<file path="src/rtl/lab3_cache_cache_arbiter.sv">
// rtl/lab3_cache_cache_arbiter.sv - two-requester (imem/dmem) arbiter in front of one cache port
//
// Purpose: shares a single cache request/response port between the instruction
// and data memory streams. Grants are made combinationally, and round-robin is
// used when both streams are valid. An in-order ID FIFO records which side owns
// each in-flight request, so that responses return to the right side. A flush
// request first drains in-flight traffic and then issues a one-cycle flush
// command to the cache.
//
// Build option: define LAB3_CACHE_ARB_FIXED_PRIO_EN for fixed priority. With it,
// dmem always wins a tie and no priority pointer is built.
//
// Ports:
//   clk, reset              clock; asynchronous active-low reset
//   imemreq_*/dmemreq_*     request streams from the processor (val/rdy/msg)
//   imemresp_*/dmemresp_*   response streams to the processor (val/rdy/msg)
//   cache_req_*             request stream to the cache
//   cache_resp_*            response stream from the cache
//   flush, flush_done       flush request pulse in, completion pulse out
//   cache_flush(_done)      flush command to the cache, completion pulse back
//
// Message layouts (passed through untouched):
//   request  {type[2:0], opaque[7:0], addr[31:0], len[1:0], data[31:0]} = 77 bits
//   response {type[2:0], opaque[7:0], test[1:0],  len[1:0], data[31:0]} = 47 bits

module lab3_cache_cache_arbiter #(
    parameter int NUM_OUTSTANDING = 4,
    parameter int REQ_W           = 77,
    parameter int RESP_W          = 47
) (
    input  logic              clk,
    input  logic              reset,

    input  logic              imemreq_val,
    output logic              imemreq_rdy,
    input  logic [REQ_W-1:0]  imemreq_msg,
    output logic              imemresp_val,
    input  logic              imemresp_rdy,
    output logic [RESP_W-1:0] imemresp_msg,

    input  logic              dmemreq_val,
    output logic              dmemreq_rdy,
    input  logic [REQ_W-1:0]  dmemreq_msg,
    output logic              dmemresp_val,
    input  logic              dmemresp_rdy,
    output logic [RESP_W-1:0] dmemresp_msg,

    output logic              cache_req_val,
    input  logic              cache_req_rdy,
    output logic [REQ_W-1:0]  cache_req_msg,
    input  logic              cache_resp_val,
    output logic              cache_resp_rdy,
    input  logic [RESP_W-1:0] cache_resp_msg,

    input  logic              flush,
    output logic              flush_done,
    output logic              cache_flush,
    input  logic              cache_flush_done
);

    localparam int PW = $clog2(NUM_OUTSTANDING);

    typedef enum logic [1:0] {S_RUN, S_DRAIN, S_FLUSH, S_WAIT} state_t;

    state_t                     state_q, state_d;
    logic [NUM_OUTSTANDING-1:0] id_q, id_d;         // 0 = imem, 1 = dmem
    logic [PW-1:0]              wr_ptr_q, wr_ptr_d;
    logic [PW-1:0]              rd_ptr_q, rd_ptr_d;
    logic [PW:0]                count_q, count_d;
`ifndef LAB3_CACHE_ARB_FIXED_PRIO_EN
    logic                       prio_q, prio_d;     // 1 = dmem preferred on a tie
`endif

    logic fifo_full, fifo_empty, grant_en, sel, push, pop, head, resp_en;

    // Request path: select, handshake and FIFO push.
    always_comb begin
        fifo_full  = (count_q == (PW+1)'(NUM_OUTSTANDING));
        fifo_empty = (count_q == '0);
        // While reset is low every handshake output must stay low.
        grant_en   = reset && (state_q == S_RUN) && !fifo_full;

        if (imemreq_val && dmemreq_val) begin
`ifdef LAB3_CACHE_ARB_FIXED_PRIO_EN
            sel = 1'b1;
`else
            sel = prio_q;
`endif
        end else begin
            sel = dmemreq_val;
        end

        cache_req_val = grant_en && (imemreq_val || dmemreq_val);
        cache_req_msg = sel ? dmemreq_msg : imemreq_msg;
        imemreq_rdy   = grant_en && !sel && cache_req_rdy;
        dmemreq_rdy   = grant_en &&  sel && cache_req_rdy;
        push          = cache_req_val && cache_req_rdy;

        // Response path: the FIFO head owns the response. A stalled head blocks
        // everything behind it, which keeps responses in order.
        head           = id_q[rd_ptr_q];
        resp_en        = reset && !fifo_empty;
        imemresp_val   = resp_en && !head && cache_resp_val;
        dmemresp_val   = resp_en &&  head && cache_resp_val;
        cache_resp_rdy = resp_en && (head ? dmemresp_rdy : imemresp_rdy);
        imemresp_msg   = cache_resp_msg;
        dmemresp_msg   = cache_resp_msg;
        pop            = cache_resp_val && cache_resp_rdy;

        id_d = id_q;
        if (push) begin
            id_d[wr_ptr_q] = sel;
        end
        wr_ptr_d = wr_ptr_q + PW'(push);
        rd_ptr_d = rd_ptr_q + PW'(pop);
        count_d  = count_q + (PW+1)'(push) - (PW+1)'(pop);
`ifndef LAB3_CACHE_ARB_FIXED_PRIO_EN
        prio_d   = push ? ~sel : prio_q;
`endif
    end

    // Flush sequencing.
    always_comb begin
        state_d     = state_q;
        cache_flush = 1'b0;
        flush_done  = 1'b0;
        case (state_q)
            S_RUN:   if (flush) state_d = S_DRAIN;
            // The next-cycle count is used here, so that FLUSH follows the last
            // response by exactly one cycle.
            S_DRAIN: if (count_d == '0) state_d = S_FLUSH;
            S_FLUSH: begin
                cache_flush = 1'b1;
                state_d     = S_WAIT;
            end
            S_WAIT: begin
                if (cache_flush_done) begin
                    flush_done = 1'b1;
                    state_d    = S_RUN;
                end
            end
            default: state_d = S_RUN;
        endcase
    end

    always_ff @(posedge clk or negedge reset) begin
        if (!reset) begin
            state_q  <= S_RUN;
            id_q     <= '0;
            wr_ptr_q <= '0;
            rd_ptr_q <= '0;
            count_q  <= '0;
`ifndef LAB3_CACHE_ARB_FIXED_PRIO_EN
            prio_q   <= 1'b0;
`endif
        end else begin
            state_q  <= state_d;
            id_q     <= id_d;
            wr_ptr_q <= wr_ptr_d;
            rd_ptr_q <= rd_ptr_d;
            count_q  <= count_d;
`ifndef LAB3_CACHE_ARB_FIXED_PRIO_EN
            prio_q   <= prio_d;
`endif
        end
    end

endmodule

</file>
<file path="config.mk">
export PLATFORM = sky130hd
export DESIGN_NAME = lab3_cache_cache_arbiter
export DESIGN_NICKNAME = d
export VERILOG_FILES = /design/src/rtl/lab3_cache_cache_arbiter.sv
export SDC_FILE = /design/constraint.sdc
export NUM_CORES = 1
export LEC_CHECK = 0
export CAP_MARGIN = 5
export CORE_AREA = 2 2 154 156
export CTS_BUF_LIST = sky130_fd_sc_hd__clkbuf_8
export DETAILED_ROUTE_END_ITERATION = 6
export DIE_AREA = 0 0 156 158
export GPL_ROUTABILITY_DRIVEN = 0
export PLACE_DENSITY = 0.43
export SETUP_SLACK_MARGIN = 0.4
export SKIP_CTS_REPAIR_TIMING = 1
export SYNTH_ARGS = -nofsm -noshare
export SYNTH_HDL_FRONTEND = slang
export SYNTH_SLANG_ARGS = --single-unit
</file>
<file path="constraint.sdc">
create_clock -name clk -period 3.5 [get_ports clk]
set_input_delay 0.525 -clock clk [delete_from_list [all_inputs] [get_ports clk]]
set_output_delay 0.525 -clock clk [all_outputs]
set_load 0.02 [all_outputs]
</file>
Word level (Yosys, flattened, before mapping) --
Cells that the tools add are included.
Cells by class: reduce and logical (&&, ||, !) cells 26, mux-type cells 15, $lt $le $gt $ge 3, bitwise operators 1, add/sub/neg operators 4, equal/unequal tests 7
Operators with widths (number):
- two-way mux 77 bit | 1
- logical AND 1 bit | 17
- one-hot mux 2 bit (4 select lines) | 1
- two-way mux 1 bit | 7
- logical NOT 3 bit | 2
- < comparator 2 x 3 -> 1 bit (second input constant) | 2
- two-way mux 2 bit | 3
- != test 2 bit (second input constant) | 3
- adder 2 x 1 -> 2 bit | 2
- bitwise mux 4 bit | 1
- equality test 2 bit (second input constant) | 2
- logical NOT 1 bit | 4
- adder 3 x 1 -> 3 bit | 1
- equality test 3 bit (second input constant) | 1
- AND reduction 3 bit | 1
- subtractor 3 x 1 -> 3 bit | 1
- binary-select mux 1 bit (select 2 bit) | 1
- demux 1 bit (select 2 bit) | 1
- equality test 2 x 1 -> 1 bit (second input constant) | 1
- greater-or-equal comparator 2 x 1 -> 1 bit (second input constant) | 1
- logical NOT 2 bit | 1
- logical OR 1 bit | 1
- NOT 1 bit | 1
Word-level totals: input bits 211, output and inout bits 179, register bits after elaboration 14

Longest topological paths before layout --
word-level depth 10, depth in mapped cells 11, mapped depth without buffers 11

Least setup slack after synthesis --
No wires, ideal clock.
path type register to register, start register rd_ptr_q[0], end register state_q[1], cell stages (with the launch flop) 11, data arrival time 2.794 ns, path slack 0.581 ns, buffers on the path 0, clock period less this slack 2.919 ns, library setup time 0.125 ns, path through dfrtp_1 > mux4_2 > mux2i_1 > nor2_1 > xor2_1 > ha_1 > fa_1 > xnor3_2 > o31ai_2 > o221ai_2 > mux2_4
On the way: cells in the longest elaborated chain, start to end 9
RTL lines:
- start, declared | line 68 | logic [PW-1:0] rd_ptr_q, rd_ptr_d;
- start signal, assigned | line 160 | rd_ptr_q <= rd_ptr_d;
- binary-select mux 1 bit (select 2 bit) | line 101 | head = id_q[rd_ptr_q];
- two-way mux 1 bit (implied by the code) | line 101
- two-way mux 1 bit | line 105 | cache_resp_rdy = resp_en && (head ? dmemresp_rdy : imemresp_rdy);
- logical AND 1 bit | line 105
- logical AND 1 bit | line 108 | pop = cache_resp_val && cache_resp_rdy;
- subtractor 3 x 1 -> 3 bit | line 116 | count_d = count_q + (PW+1)'(push) - (PW+1)'(pop);
- via count_d[2] | line 69 | logic [PW:0] count_q, count_d;
- logical NOT 3 bit | line 131 | S_DRAIN: if (count_d == '0) state_d = S_FLUSH;
- != test 2 bit (no line)
- AND reduction 3 bit (no line)
- end signal, assigned | line 157 | state_q <= state_d;
- end, declared | line 65 | state_t state_q, state_d;
The timed path passes the listed nets, and every way through them passes these cells. The select of a mux whose other input is x is not followed. A chain may end at the register's enable or synchronous reset.

Worst setup path in the final report --
Same ends and word-level chain as after synthesis.

==> metrics.txt <==
Hold Vio Cnt, Final=0; final setup vio count=0; Worst Path Required=3.62 ns; reg-to-reg startpoint=rd_ptr_q[0]$_DFF_PN0_; Clock transition at path regs=0.06 ns; Antenna Nets Post-Route=0; Ant. Diodes=0; critical path class=reg -> reg; filler-free cell count of the finished design=858; Synth Instances=415; GR Util All Layers=8.250%; routing usage on met1=9.004%; Max H-tree Level=1; end of the worst register-to-register path=state_q[1]$_DFFE_PN0P_; ratio of cells with drive above 1 in the final layout=5.810%; Post-Syn Area=0.002507 mm2; Layout area overhead=91.27%; skew final=0.003456 ns; Flop pwr share=16.9%; DRC Markers=0; Int Power=1.110 mW; dpl cell area=0.004688 mm2; Avg Synthesized Cell Area=6.042 um2; run status=complete, no violations; synthesized flop and latch total=14; worst skew pair latency=0.24 ns; Final HPWL DP=9698 um; Synth cell types=32; Clk network pwr share=7.9%; Max-Slew Margin vs Limit=51.38%; Startpoint Class=register; Core ar.=0.02305 mm2; IO Port Bufs=248; Root Buffer=clkbuf_8; Switching Share=42.69%; crit end category=register; Die X-Extent=156 um; pwr dens=403.9 mW/mm2; largest net degree at the start of global routing=46; vias per cell=3.439; CP startpoint=rd_ptr_q[0]$_DFF_PN0_; max_cap viols=0; Net Count, Synth=634; met3 usage=3.285%; actual slew at the worst max-slew pin=0.7202 ns; average routed wire per standard cell=13.29 um; CTS tree=yes; Initial Utilization=10.88%; grt met2 use=15.44%; RSZ-0062 raised after global routing=true; clock tree buffer depth=2; most frequent cells in the layout=clkdlybuf4s50_1, nand2_1, dfrtp_1; worst endpoint data arrival time=3.15 ns; dpl cells=852; logic gate share of total power=75.2%; post-route cell area=0.004796 mm2; R2R depth=10; Ys Warns=0; Peak VDD IR=214.8 uV; vias post-DR=2951; switching pwr=0.8269 mW; DIE AREA=0.02465 mm2; GRT Residual Overflow=0; first-pass GRT wire length=15980 um; setup slack on the worst flop-to-flop path=0.48 ns; WL final=11410 um; Num CTS Buffers=3; antenna violations before repair=0; Leak=2.147 nW; crit path time final=3.025 ns; Hold Crit Class=reg -> reg; Nets=788; die height=158 um; Fmax achieved=330.6 MHz; Clock Sink Count=14; period utilization=86.42%; sequential element share of the synthesized area=13.97%; most common cell after layout, fill and taps aside=clkdlybuf4s50_1; busiest grt layer=met2; CP max FO=3; post-route setup TNS=0 ns; TritonRoute pass-1 iters=4; 1st-iter DRT viols=127; vias in the first global route=2843; Rows=56; I/O Pins=390; crit path capture=state_q[1]$_DFFE_PN0P_; final slew viol count=0
==> worst min-delay path by stage <==
stage,startpoint,end,depth (start not counted),slack [ns]
finish,prio_q$_DFFE_PN0P_,prio_q$_DFFE_PN0P_,1,0.48
global route,prio_q$_DFFE_PN0P_,prio_q$_DFFE_PN0P_,1,0.50
CTS,prio_q$_DFFE_PN0P_,prio_q$_DFFE_PN0P_,1,0.48
detailed placement,prio_q$_DFFE_PN0P_,prio_q$_DFFE_PN0P_,1,0.47
global placement,prio_q$_DFFE_PN0P_,prio_q$_DFFE_PN0P_,1,0.49
floorplan,reset,count_q[0]$_DFF_PN0_,0,0.23
==> cell usage after synthesis, drive strengths merged <==
cell type,n,area (um2)
o21ai,1,5.000
or3b,1,8.760
nor4b,1,23.77
o221ai,1,15.01
nor2b,1,6.260
mux4,1,22.52
xor2,4,35.03
nand3,2,10.01
o31ai,2,20.02
fa,1,20.02
nand2b,1,6.260
and2,3,18.77
buf,95,709.4
dfrtp,14,350.3
nor2,7,26.28
nand3b,2,15.01
nor3,1,5.000
clkbuf,16,60.06
mux2,5,60.05
o311ai,1,8.760
xnor3,1,23.77
mux2i,4,40.04
nor4,1,6.260
inv,5,18.77
o2bb2ai,1,8.760
nor3b,2,15.01
nand4,1,6.260
nand2,233,874.6
ha,7,87.58
==> critical path, cell delays in order, from the launching register on <==
cell and delay [ns]:
dfrtp_1 0.38, mux4_2 0.57, mux2i_4 0.24, nor2_4 0.07, xor2_1 0.17, ha_2 0.18, fa_2 0.32, xnor3_2 0.26
o31ai_4 0.25, o221ai_2 0.15, mux2_4 0.31
==> stage by stage <==
stage               total power, mW  setup WS, ns  hold WS, ns  utilization, %
floorplan                     1.213        0.5807       0.2294               -
global placement              1.752        0.2085       0.4865           20.34
detailed placement            1.741        0.1756       0.4655           20.34
CTS                           1.901        0.3488       0.4842           20.58
global route                  2.095        0.3580       0.5014           20.80
finish                        1.937        0.4752       0.4790           20.80
==> sequential cells by signal, summed over array words and instances, names as in the netlist <==
name and count:
count_q 3, id_q 4, prio_q 1, rd_ptr_q 2, state_q 2, wr_ptr_q 2
==> cell type report <==
type | instances | area (um2)
Clock buffer | 4 | 55.05
Fill cell | 2631 | 18260
Inverter | 5 | 18.77
Multi-Input combinational cell | 285 | 1408
Sequential cell | 14 | 350.3
Tap cell | 290 | 362.8
Timing Repair Buffer | 260 | 2601
==> power by group through the flow <==
stage	Clock, mW	Combinational (mW)	Sequential (mW)
after global placement	0	1.42	0.331
after global routing	0.170	1.58	0.342
after CTS	0.157	1.42	0.328
after detailed placement	0	1.41	0.330
after floorplan	0	0.906	0.307
final	0.154	1.46	0.327
==> per-layer routing <==
layer,vias up,routed length (um)
li1,1480,-
met1,1237,4115
met2,220,5670
met3,14,1509
met4,0,111
met5,-,0
==> cell families (layout without fill, tap and decap cells) <==
family	count (synthesis)	count (layout)	synth area share [%]
AOI/OAI and AO/OA	6	6	2.295
xor gates and xnor gates	5	5	2.345
adders and majority gates	8	8	4.291
buffers and inverters	116	269	31.44
DFF	14	14	13.97
muxes	10	10	4.890
and+or+nand+nor	256	256	40.77
No activity file was read; power rests on OpenSTA's default activity.
